==> src/rtl/adam_aes_decipher_iterative.sv <==
`timescale 1ns/1ps
// adam_aes_decipher_iterative
//   Iterative AES-128 inverse cipher. One block is decrypted in 11 cycles:
//   the initial AddRoundKey(rk[10]) on accept, nine full inverse rounds and
//   one final round without InvMixColumns. Round keys are read directly
//   from round_keys_flat every cycle and are not captured.
// Ports
//   clk             clock, all logic on the rising edge
//   reset           synchronous active-high reset
//   start           decrypt request, taken when ready & key_ready
//   ready           idle and able to accept start
//   valid           one-cycle pulse, result holds a new plaintext
//   key_err         one-cycle pulse, operation aborted because key_ready fell
//   key_ready       round keys valid, must stay high while busy
//   block           ciphertext, sampled only in the accept cycle
//   round_keys_flat rk[i] = round_keys_flat[128*i+127 -: 128], i = 0..NR
//   result          plaintext, held until the next completed operation
module adam_aes_decipher_iterative #(
  parameter int NR = 10
) (
  input  logic                    clk,
  input  logic                    reset,
  input  logic                    start,
  output logic                    ready,
  output logic                    valid,
  output logic                    key_err,
  input  logic                    key_ready,
  input  logic [127:0]            block,
  input  logic [128*(NR+1)-1:0]   round_keys_flat,
  output logic [127:0]            result
);

  typedef enum logic [1:0] {
    IDLE  = 2'd0,
    ROUND = 2'd1,
    FINAL = 2'd2
  } state_t;

  // Inverse S-box, entry x lives at bits [2047-8x -: 8].
  localparam logic [2047:0] INV_SBOX = {
    128'h52096ad53036a538bf40a39e81f3d7fb, 128'h7ce339829b2fff87348e4344c4dee9cb,
    128'h547b9432a6c2233dee4c950b42fac34e, 128'h082ea16628d924b2765ba2496d8bd125,
    128'h72f8f66486689816d4a45ccc5d65b692, 128'h6c704850fdedb9da5e154657a78d9d84,
    128'h90d8ab008cbcd30af7e45805b8b34506, 128'hd02c1e8fca3f0f02c1afbd0301138a6b,
    128'h3a9111414f67dcea97f2cfcef0b4e673, 128'h96ac7422e7ad3585e2f937e81c75df6e,
    128'h47f11a711d29c5896fb7620eaa18be1b, 128'hfc563e4bc6d279209adbc0fe78cd5af4,
    128'h1fdda8338807c731b11210592780ec5f, 128'h60517fa919b54a0d2de57a9f93c99cef,
    128'ha0e03b4dae2af5b0c8ebbb3c83539961, 128'h172b047eba77d626e169146355210c7d
  };

  function automatic logic [7:0] inv_sbox(input logic [7:0] b);
    // 2047 - 8*b == {~b, 3'b111}
    return INV_SBOX[{~b, 3'b111} -: 8];
  endfunction

  function automatic logic [7:0] xtime(input logic [7:0] b);
    return {b[6:0], 1'b0} ^ (b[7] ? 8'h1b : 8'h00);
  endfunction

  // One column of InvMixColumns; products built from x2/x4/x8 chains.
  function automatic logic [31:0] inv_mix_col(input logic [31:0] col);
    logic [7:0] a  [4];
    logic [7:0] m9 [4];
    logic [7:0] mb [4];
    logic [7:0] md [4];
    logic [7:0] me [4];
    logic [7:0] x2, x4, x8;
    for (int i = 0; i < 4; i++) begin
      a[i]  = col[31-8*i -: 8];
      x2    = xtime(a[i]);
      x4    = xtime(x2);
      x8    = xtime(x4);
      m9[i] = x8 ^ a[i];
      mb[i] = x8 ^ x2 ^ a[i];
      md[i] = x8 ^ x4 ^ a[i];
      me[i] = x8 ^ x4 ^ x2;
    end
    return {me[0] ^ mb[1] ^ md[2] ^ m9[3],
            m9[0] ^ me[1] ^ mb[2] ^ md[3],
            md[0] ^ m9[1] ^ me[2] ^ mb[3],
            mb[0] ^ md[1] ^ m9[2] ^ me[3]};
  endfunction

  state_t       state_reg;
  logic [3:0]   rnd_reg;
  logic [127:0] s_reg;
  logic [127:0] result_reg;
  logic         ready_reg;
  logic         valid_reg;
  logic         key_err_reg;

  logic [127:0] rk [0:NR];
  logic [127:0] rk_sel;
  logic [127:0] isb_state;   // InvSubBytes(InvShiftRows(s))
  logic [127:0] ark_state;   // ... ^ rk[rnd]
  logic [127:0] round_state; // InvMixColumns(...)

  genvar gi;

  for (gi = 0; gi <= NR; gi++) begin : g_rk
    assign rk[gi] = round_keys_flat[128*gi+127 -: 128];
  end

  // rnd is 0 in FINAL, so the same selector serves both round kinds.
  assign rk_sel = rk[rnd_reg];

  // Output byte (row r, col c) comes from input byte (row r, col c-r mod 4).
  for (gi = 0; gi < 16; gi++) begin : g_byte
    localparam int ROW = gi % 4;
    localparam int COL = gi / 4;
    localparam int SRC = ROW + 4 * ((COL + 4 - ROW) % 4);
    assign isb_state[127-8*gi -: 8] = inv_sbox(s_reg[127-8*SRC -: 8]);
  end

  assign ark_state = isb_state ^ rk_sel;

  for (gi = 0; gi < 4; gi++) begin : g_col
    assign round_state[127-32*gi -: 32] = inv_mix_col(ark_state[127-32*gi -: 32]);
  end

  always_ff @(posedge clk) begin
    if (reset) begin
      state_reg   <= IDLE;
      rnd_reg     <= 4'd0;
      s_reg       <= '0;
      result_reg  <= '0;
      ready_reg   <= 1'b1;
      valid_reg   <= 1'b0;
      key_err_reg <= 1'b0;
    end else begin
      valid_reg   <= 1'b0;
      key_err_reg <= 1'b0;
      case (state_reg)
        IDLE: begin
          if (start && ready_reg && key_ready) begin
            s_reg     <= block ^ rk[NR];
            rnd_reg   <= 4'(NR - 1);
            ready_reg <= 1'b0;
            state_reg <= ROUND;
          end
        end
        ROUND: begin
          if (!key_ready) begin
            state_reg   <= IDLE;
            rnd_reg     <= 4'd0;
            ready_reg   <= 1'b1;
            key_err_reg <= 1'b1;
          end else begin
            s_reg   <= round_state;
            rnd_reg <= rnd_reg - 4'd1;
            if (rnd_reg == 4'd1) state_reg <= FINAL;
          end
        end
        FINAL: begin
          state_reg <= IDLE;
          ready_reg <= 1'b1;
          rnd_reg   <= 4'd0;
          if (!key_ready) begin
            key_err_reg <= 1'b1;
          end else begin
            result_reg <= ark_state;
            valid_reg  <= 1'b1;
          end
        end
        default: begin
          state_reg   <= IDLE;
          rnd_reg     <= 4'd0;
          s_reg       <= '0;
          result_reg  <= '0;
          ready_reg   <= 1'b1;
          valid_reg   <= 1'b0;
          key_err_reg <= 1'b0;
        end
      endcase
    end
  end

  assign ready   = ready_reg;
  assign valid   = valid_reg;
  assign key_err = key_err_reg;
  assign result  = result_reg;

endmodule

==> config.mk <==
export PLATFORM = sky130hd
export DESIGN_NAME = adam_aes_decipher_iterative
export DESIGN_NICKNAME = d
export VERILOG_FILES = /design/src/rtl/adam_aes_decipher_iterative.sv
export SDC_FILE = /design/constraint.sdc
export NUM_CORES = 2
export LEC_CHECK = 0
export BUFFER_PORTS_ARGS = -buffer_cell sky130_fd_sc_hd__buf_4
export CAP_MARGIN = 20
export CORE_AREA = 2 2 660 662
export CTS_BUF_LIST = sky130_fd_sc_hd__clkbuf_8
export CTS_CLUSTER_SIZE = 40
export DETAILED_ROUTE_END_ITERATION = 6
export DIE_AREA = 0 0 662 664
export HOLD_SLACK_MARGIN = 0.15
export PLACE_DENSITY_LB_ADDON = 0.05
export REMOVE_ABC_BUFFERS = 1
export SYNTH_ARGS = -nofsm -noshare
export SYNTH_HDL_FRONTEND = slang
export SYNTH_SLANG_ARGS = --single-unit
export TNS_END_PERCENT = 10
==> constraint.sdc <==
create_clock -name clk -period 4.71 [get_ports clk]
set_input_delay 0.7065 -clock clk [delete_from_list [all_inputs] [get_ports clk]]
set_output_delay 0.7065 -clock clk [all_outputs]
set_load 0.02 [all_outputs]
* Word level (Yosys, flattened, before mapping)
Index checks and enable logic that the tools add are counted.
** Cells by class
- $add $sub $neg :: 1
- Multiplexer cells :: 68
- Equal/unequal tests :: 8
- Shift operators :: 16
- Reduce and logical (&&, ||, !) cells :: 11
- Bitwise logic cells :: 214
- Magnitude comparators :: 1
** Operators by type and width (number)
- $shiftx 2055x12->8 const A :: 16
- $xor 8x8->8 :: 144
- $mux 128 :: 5
- $bmux 128 s4 :: 1
- $pmux 128 s3 :: 1
- $xor 8x5->8 :: 48
- $pmux 128 s2 :: 1
- $xor 128x128->128 :: 2
- $mux 5 :: 48
- $not 8->8 :: 16
- $mux 4 :: 2
- $ne 2x2->1 const B :: 4
- $pmux 4 s2 :: 1
- $reduce_or 2->1 :: 4
- $mux 2 :: 3
- $reduce_and 2->1 :: 3
- $ge 5x5->1 const B :: 1
- $not 4->5 :: 1
- $eq 4x1->1 const B :: 1
- $mux 1 :: 4
- $pmux 2 s2 :: 1
- $sub 4x1->4 const B :: 1
- $ne 3x3->1 const B :: 1
- $not 1->1 :: 3
- other kinds (6) :: 7
** Storage, ports and cells
- Register bits after elaboration :: 265
- Bits of input ports :: 1540
- Output and inout port bits :: 131

* Depth between registers and ports, before layout
- Depth after elaboration :: 18
- Mapped depth :: 19
- Gate-level depth less buffers :: 16

* Worst setup path before layout
No wires, ideal clock.
- Kind :: reg-to-reg
- Start :: register s_reg[66]
- End :: register s_reg[123]
- Stages on the path, launching flop included :: 18
- Path slack :: -0.401 ns
- Library setup time :: 0.136 ns
- Data arrival time :: 4.975 ns
- Clock period less this slack :: 5.111 ns
- Path buffers :: 4
- Required time :: 4.574 ns
- Cell sequence :: dfxtp_1 > buf_2 > inv_1 > clkbuf_1 > clkbuf_1 > ha_1 > clkbuf_1 > a21oi_1 > a21oi_1 > or4_1 > a311oi_2 > xor2_4 > xnor3_1 > xnor2_1 > xnor2_1 > xnor3_1 > a221oi_1 > a211oi_1
** Between the ends
- Word-level cells in the longest chain between the ends :: 11
** RTL lines
- from (decl) :: line 86 : logic [127:0] s_reg;
- from (signal assigned) :: line 136 : s_reg <= block ^ rk[NR];
- from (signal assigned) :: line 149 : s_reg <= round_state;
- $not 8->8 (*) :: line 53 : return INV_SBOX[{~b, 3'b111} -: 8];
- $shiftx 2055x12->8 (*) :: line 53
- $xor 128x128->128 (*) :: line 115 : assign ark_state = isb_state ^ rk_sel;
- $mux 5 / $xor 8x5->8 (equally long branches) :: line 57 : return {b[6:0], 1'b0} ^ (b[7] ? 8'h1b : 8'h00);
- $xor 8x5->8 :: line 57
- $xor 8x5->8 / $mux 5 (equally long branches) :: line 57
- $xor 8x5->8 :: line 57
- $xor 8x8->8 (*) :: line 73 : m9[i] = x8 ^ a[i];
- $xor 8x8->8 (*) :: line 78 : return {me[0] ^ mb[1] ^ md[2] ^ m9[3],
- $mux 128 (*) :: line 143 : if (!key_ready) begin
- $pmux 128 s3 (*) :: line 133 : case (state_reg)
Every way passes the cells marked *; elsewhere a longest branch is shown, timed or not. The select of a mux whose other input is x is not followed.
A chain may end at the register's enable or synchronous reset.

* Worst setup path after layout
- Start :: register s_reg[123]
- End :: register s_reg[109]
** Between the ends
- Word-level cells in the longest chain between the ends :: 14
** RTL lines
- $not 8->8 (*) :: line 53
- $shiftx 2055x12->8 (*) :: line 53
- $xor 128x128->128 (*) :: line 115
- $mux 5 / $xor 8x5->8 (equally long branches) :: line 57
- $xor 8x5->8 / $mux 5 (equally long branches) :: line 57
- $xor 8x5->8 (2 in a row) :: line 57
- $xor 8x8->8 :: line 75 : md[i] = x8 ^ x4 ^ a[i];
- $xor 8x8->8 (*) :: line 75
- $xor 8x8->8 (*) (3 in a row) :: line 80 : md[0] ^ m9[1] ^ me[2] ^ mb[3],
- $mux 128 (*) :: line 143
- $pmux 128 s3 (*) :: line 133
Marks and branches as above.

==> flow_summary.json <==
{
  "worstHoldStart": "block[45]",
  "setup_ws_ns": -0.05586,
  "htree_levels": 3,
  "crit_required_ns": 5.51,
  "async_flop_share": 0,
  "final_cell_mix": "4,895 x buf_4, 909 x nor2_1, 855 x a21oi_1",
  "rsz0062_at_grt": "true",
  "hpwl_mm": 676.7,
  "ios": 1671,
  "cts-root-buf": "clkbuf_8",
  "syn_area_per_cell_um2": 7.604,
  "cp-endpoint": "s_reg[109]",
  "vias": 125350,
  "tritoncts": "built",
  "die_w_um": 662,
  "ff2ff_path_depth": 17,
  "grt-ovfl-total": 0,
  "fmax_mhz": 209.8,
  "maxCapViolations": 0,
  "cp_max_fo": 23,
  "final_common_cell": "buf_4",
  "fin_skew_ns": 0.1371,
  "grt_pass1_wl_mm": 1104,
  "ys_seq_elements": 265,
  "die_area_um2": 439600,
  "grt_pass1_vias": 122542,
  "antenna_found_initial": 163,
  "synthFlopType": "dfxtp_1",
  "core_area_um2": 432700,
  "synth.yosys.seq_area_share": 0.05895,
  "min_period_over_period": 1.012,
  "worst-r2r-setup-slack_ns": -0.06,
  "port_buffers": 1670,
  "cp_common_cell": "buf_4",
  "status": "complete, but fails checks",
  "synth_cells": 11835,
  "setup_viol_count_final": 7,
  "r2r_end": "s_reg[109]",
  "syn-cell-area_um2": 89990,
  "row_count": 242,
  "synth_edf_count": 0,
  "cts.sinks": 265,
  "clk_latency_ns": 0.99,
  "violations": "setup timing",
  "cp_top_family": "XOR/XNOR gates",
  "vias_per_cell": 5.769,
  "crit_type": "reg2reg",
  "fin_util": 0.3281,
  "die_h_um": 664,
  "slew_violations": 0,
  "drt-pass1-iter-count": 6,
  "yosysWarnings": 0,
  "place.gp.congestion": 1.019,
  "setup-tns-final_ns": -0.1802,
  "drive_gt1_frac": 0.4459,
  "grt_util_all_layers": 0.3575,
  "critPathCaptureType": "register",
  "min_path_type": "in2reg",
  "numCtsBuffers": 76,
  "cp_num_buf_inv": 5,
  "worstMarginPinSlew_ns": 1.199,
  "wire_per_inst_um": 38.10,
  "startpoint": "s_reg[123]",
  "drtIter0Drc": 14345,
  "slowest_delay_ns": 0.54,
  "grt_max_degree": 92,
  "clkSlewWorstSetupHoldPaths_ns": 0.06,
  "path_cells": "buf_12, buf_4, nor2b_2, buf_4, o21ai_0, a32oi_1, a221oi_1, o32ai_2, buf_4, xor2_4, xor3_2, xnor3_2, xnor3_2, xnor2_4, buf_4, a221oi_4, a211oi_2",
  "min_period_ns": 4.766,
  "cp-start-kind": "register",
  "drc": 0,
  "slowest_stage": "o32ai_2",
  "floorplan.initialDensity": 0.2080,
  "final-hold-violation-count": 0,
  "crit_arrival_ns": 5.57,
  "cp_num_cells": 17,
  "synth.distinct_cells": 125,
  "synthToLayoutAreaGrowth_pct": 57.76,
  "drt-total-wl_mm": 827.9,
  "r2r_start": "s_reg[123]",
  "antenna_left": 0,
  "clockBufferDepth": 4,
  "relSlewSlack": 0.2006,
  "nNetsFinal": 17650
}
worst min-delay path, stage by stage:
cell and delay (ns):
buf_4 0.08, xor2_1 0.12, a31oi_1 0.18, o22ai_1 0.09
cells in the mapped netlist (47+ instances only):
| cell | count | area [um^2] |
|---|---|---|
| nand2b_1 | 381 | 2384 |
| xnor3_1 | 150 | 3378 |
| o2111ai_1 | 63 | 551.8 |
| o21ai_0 | 672 | 3363 |
| mux2i_1 | 372 | 3724 |
| a211o_1 | 73 | 639.4 |
| a311oi_1 | 179 | 1568 |
| mux2_2 | 57 | 641.9 |
| inv_1 | 183 | 686.9 |
| dfxtp_1 | 265 | 5305 |
| and3_1 | 68 | 425.4 |
| o221ai_1 | 99 | 867.1 |
| nor2b_1 | 301 | 1883 |
| or3_1 | 86 | 538.0 |
| o311ai_0 | 151 | 1323 |
| a21o_1 | 78 | 585.6 |
| buf_4 | 171 | 1284 |
| o32ai_1 | 47 | 411.6 |
| o211ai_1 | 190 | 1426 |
| nor2_1 | 944 | 3543 |
| xnor2_1 | 452 | 3959 |
| nor3b_1 | 86 | 645.6 |
| a21oi_1 | 881 | 4409 |
| xor2_1 | 303 | 2654 |
| buf_2 | 446 | 2232 |
| a22oi_1 | 126 | 945.9 |
| o311a_1 | 52 | 520.5 |
| a221oi_1 | 186 | 1629 |
| nor3_1 | 288 | 1441 |
| clkbuf_1 | 632 | 2372 |
| or2_2 | 96 | 600.6 |
| buf_6 | 71 | 799.5 |
| buf_1 | 77 | 289.0 |
| o22ai_1 | 206 | 1289 |
| a2111oi_0 | 63 | 551.8 |
| a31oi_1 | 241 | 1508 |
| a211oi_1 | 295 | 2215 |
| and2_1 | 120 | 750.7 |
| nand3b_1 | 51 | 382.9 |
| mux4_2 | 360 | 8108 |
| nand2_1 | 632 | 2372 |
| ha_1 | 313 | 3916 |
| o31ai_1 | 118 | 885.9 |
| a311o_1 | 48 | 480.5 |
| nand3_1 | 248 | 1241 |
per-layer routing:
| layer | vias up | global-route usage | wire length [um] |
|---|---|---|---|
| li1 | 53488 | - | - |
| met1 | 63715 | 0.4642 | 345000 |
| met2 | 6727 | 0.5615 | 370000 |
| met3 | 1340 | 0.06778 | 63810 |
| met4 | 80 | 0.1810 | 48520 |
| met5 | - | 0 | 499 |
cell type report:
| class | instances | area [um^2] |
|---|---|---|
| Tap cell | 5734 | 7174 |
| Sequential cell | 265 | 5495 |
| Fill cell | 46389 | 290700 |
| Clock inverter | 44 | 406.6 |
| Clock buffer | 87 | 1197 |
| Multi-Input combinational cell | 9957 | 82770 |
| Inverter | 207 | 814.5 |
| Antenna cell | 151 | 377.9 |
| Timing Repair Buffer | 5284 | 43730 |
kinds of logic after synthesis:
group,count (synthesis),synth area share
simple gates,3507,0.1984
buf+inv,1613,0.08750
fa+ha+maj,319,0.04485
compound gates,4340,0.3396
flops,265,0.05895
xor+xnor,1001,0.1318
mux,790,0.1389
worst min path at each step:
stage                              end  slack, ns  cells after the start
after CTS                    s_reg[45]       0.19                      4
after floorplan           state_reg[1]       0.49                      2
final                        s_reg[45]       0.26                      4
after global routing         s_reg[45]       0.26                      4
after detailed placement    result[24]       0.48                      2
after global placement     result[111]       0.48                      2
what timing repair did:
item,4_1_cts,5_1_grt
resized for setup,537,783
gates cloned,1,5
setup endpoints to repair,128,122
endpoints found under the hold margin,17,0
hold buffers,1,0
pin swaps,115,274
setup buffers,42,130
metrics by stage:
step	setup WS, ns	cell area, um^2	cells	hold slack, ns
6_report	-0.05586	142000	21729	0.2617
5_1_grt	-0.1120	141900	21699	0.2642
4_1_cts	-0.07949	136800	21452	0.1915
3_5_place_dp	-1.023	132100	21279	0.4804
3_3_place_gp	-1.087	132100	21279	0.4761
2_1_floorplan	-20.85	82890	10429	0.4879
Power is not shown: default switching activity piles up to over one toggle a cycle in this logic, so the estimate is an artifact.
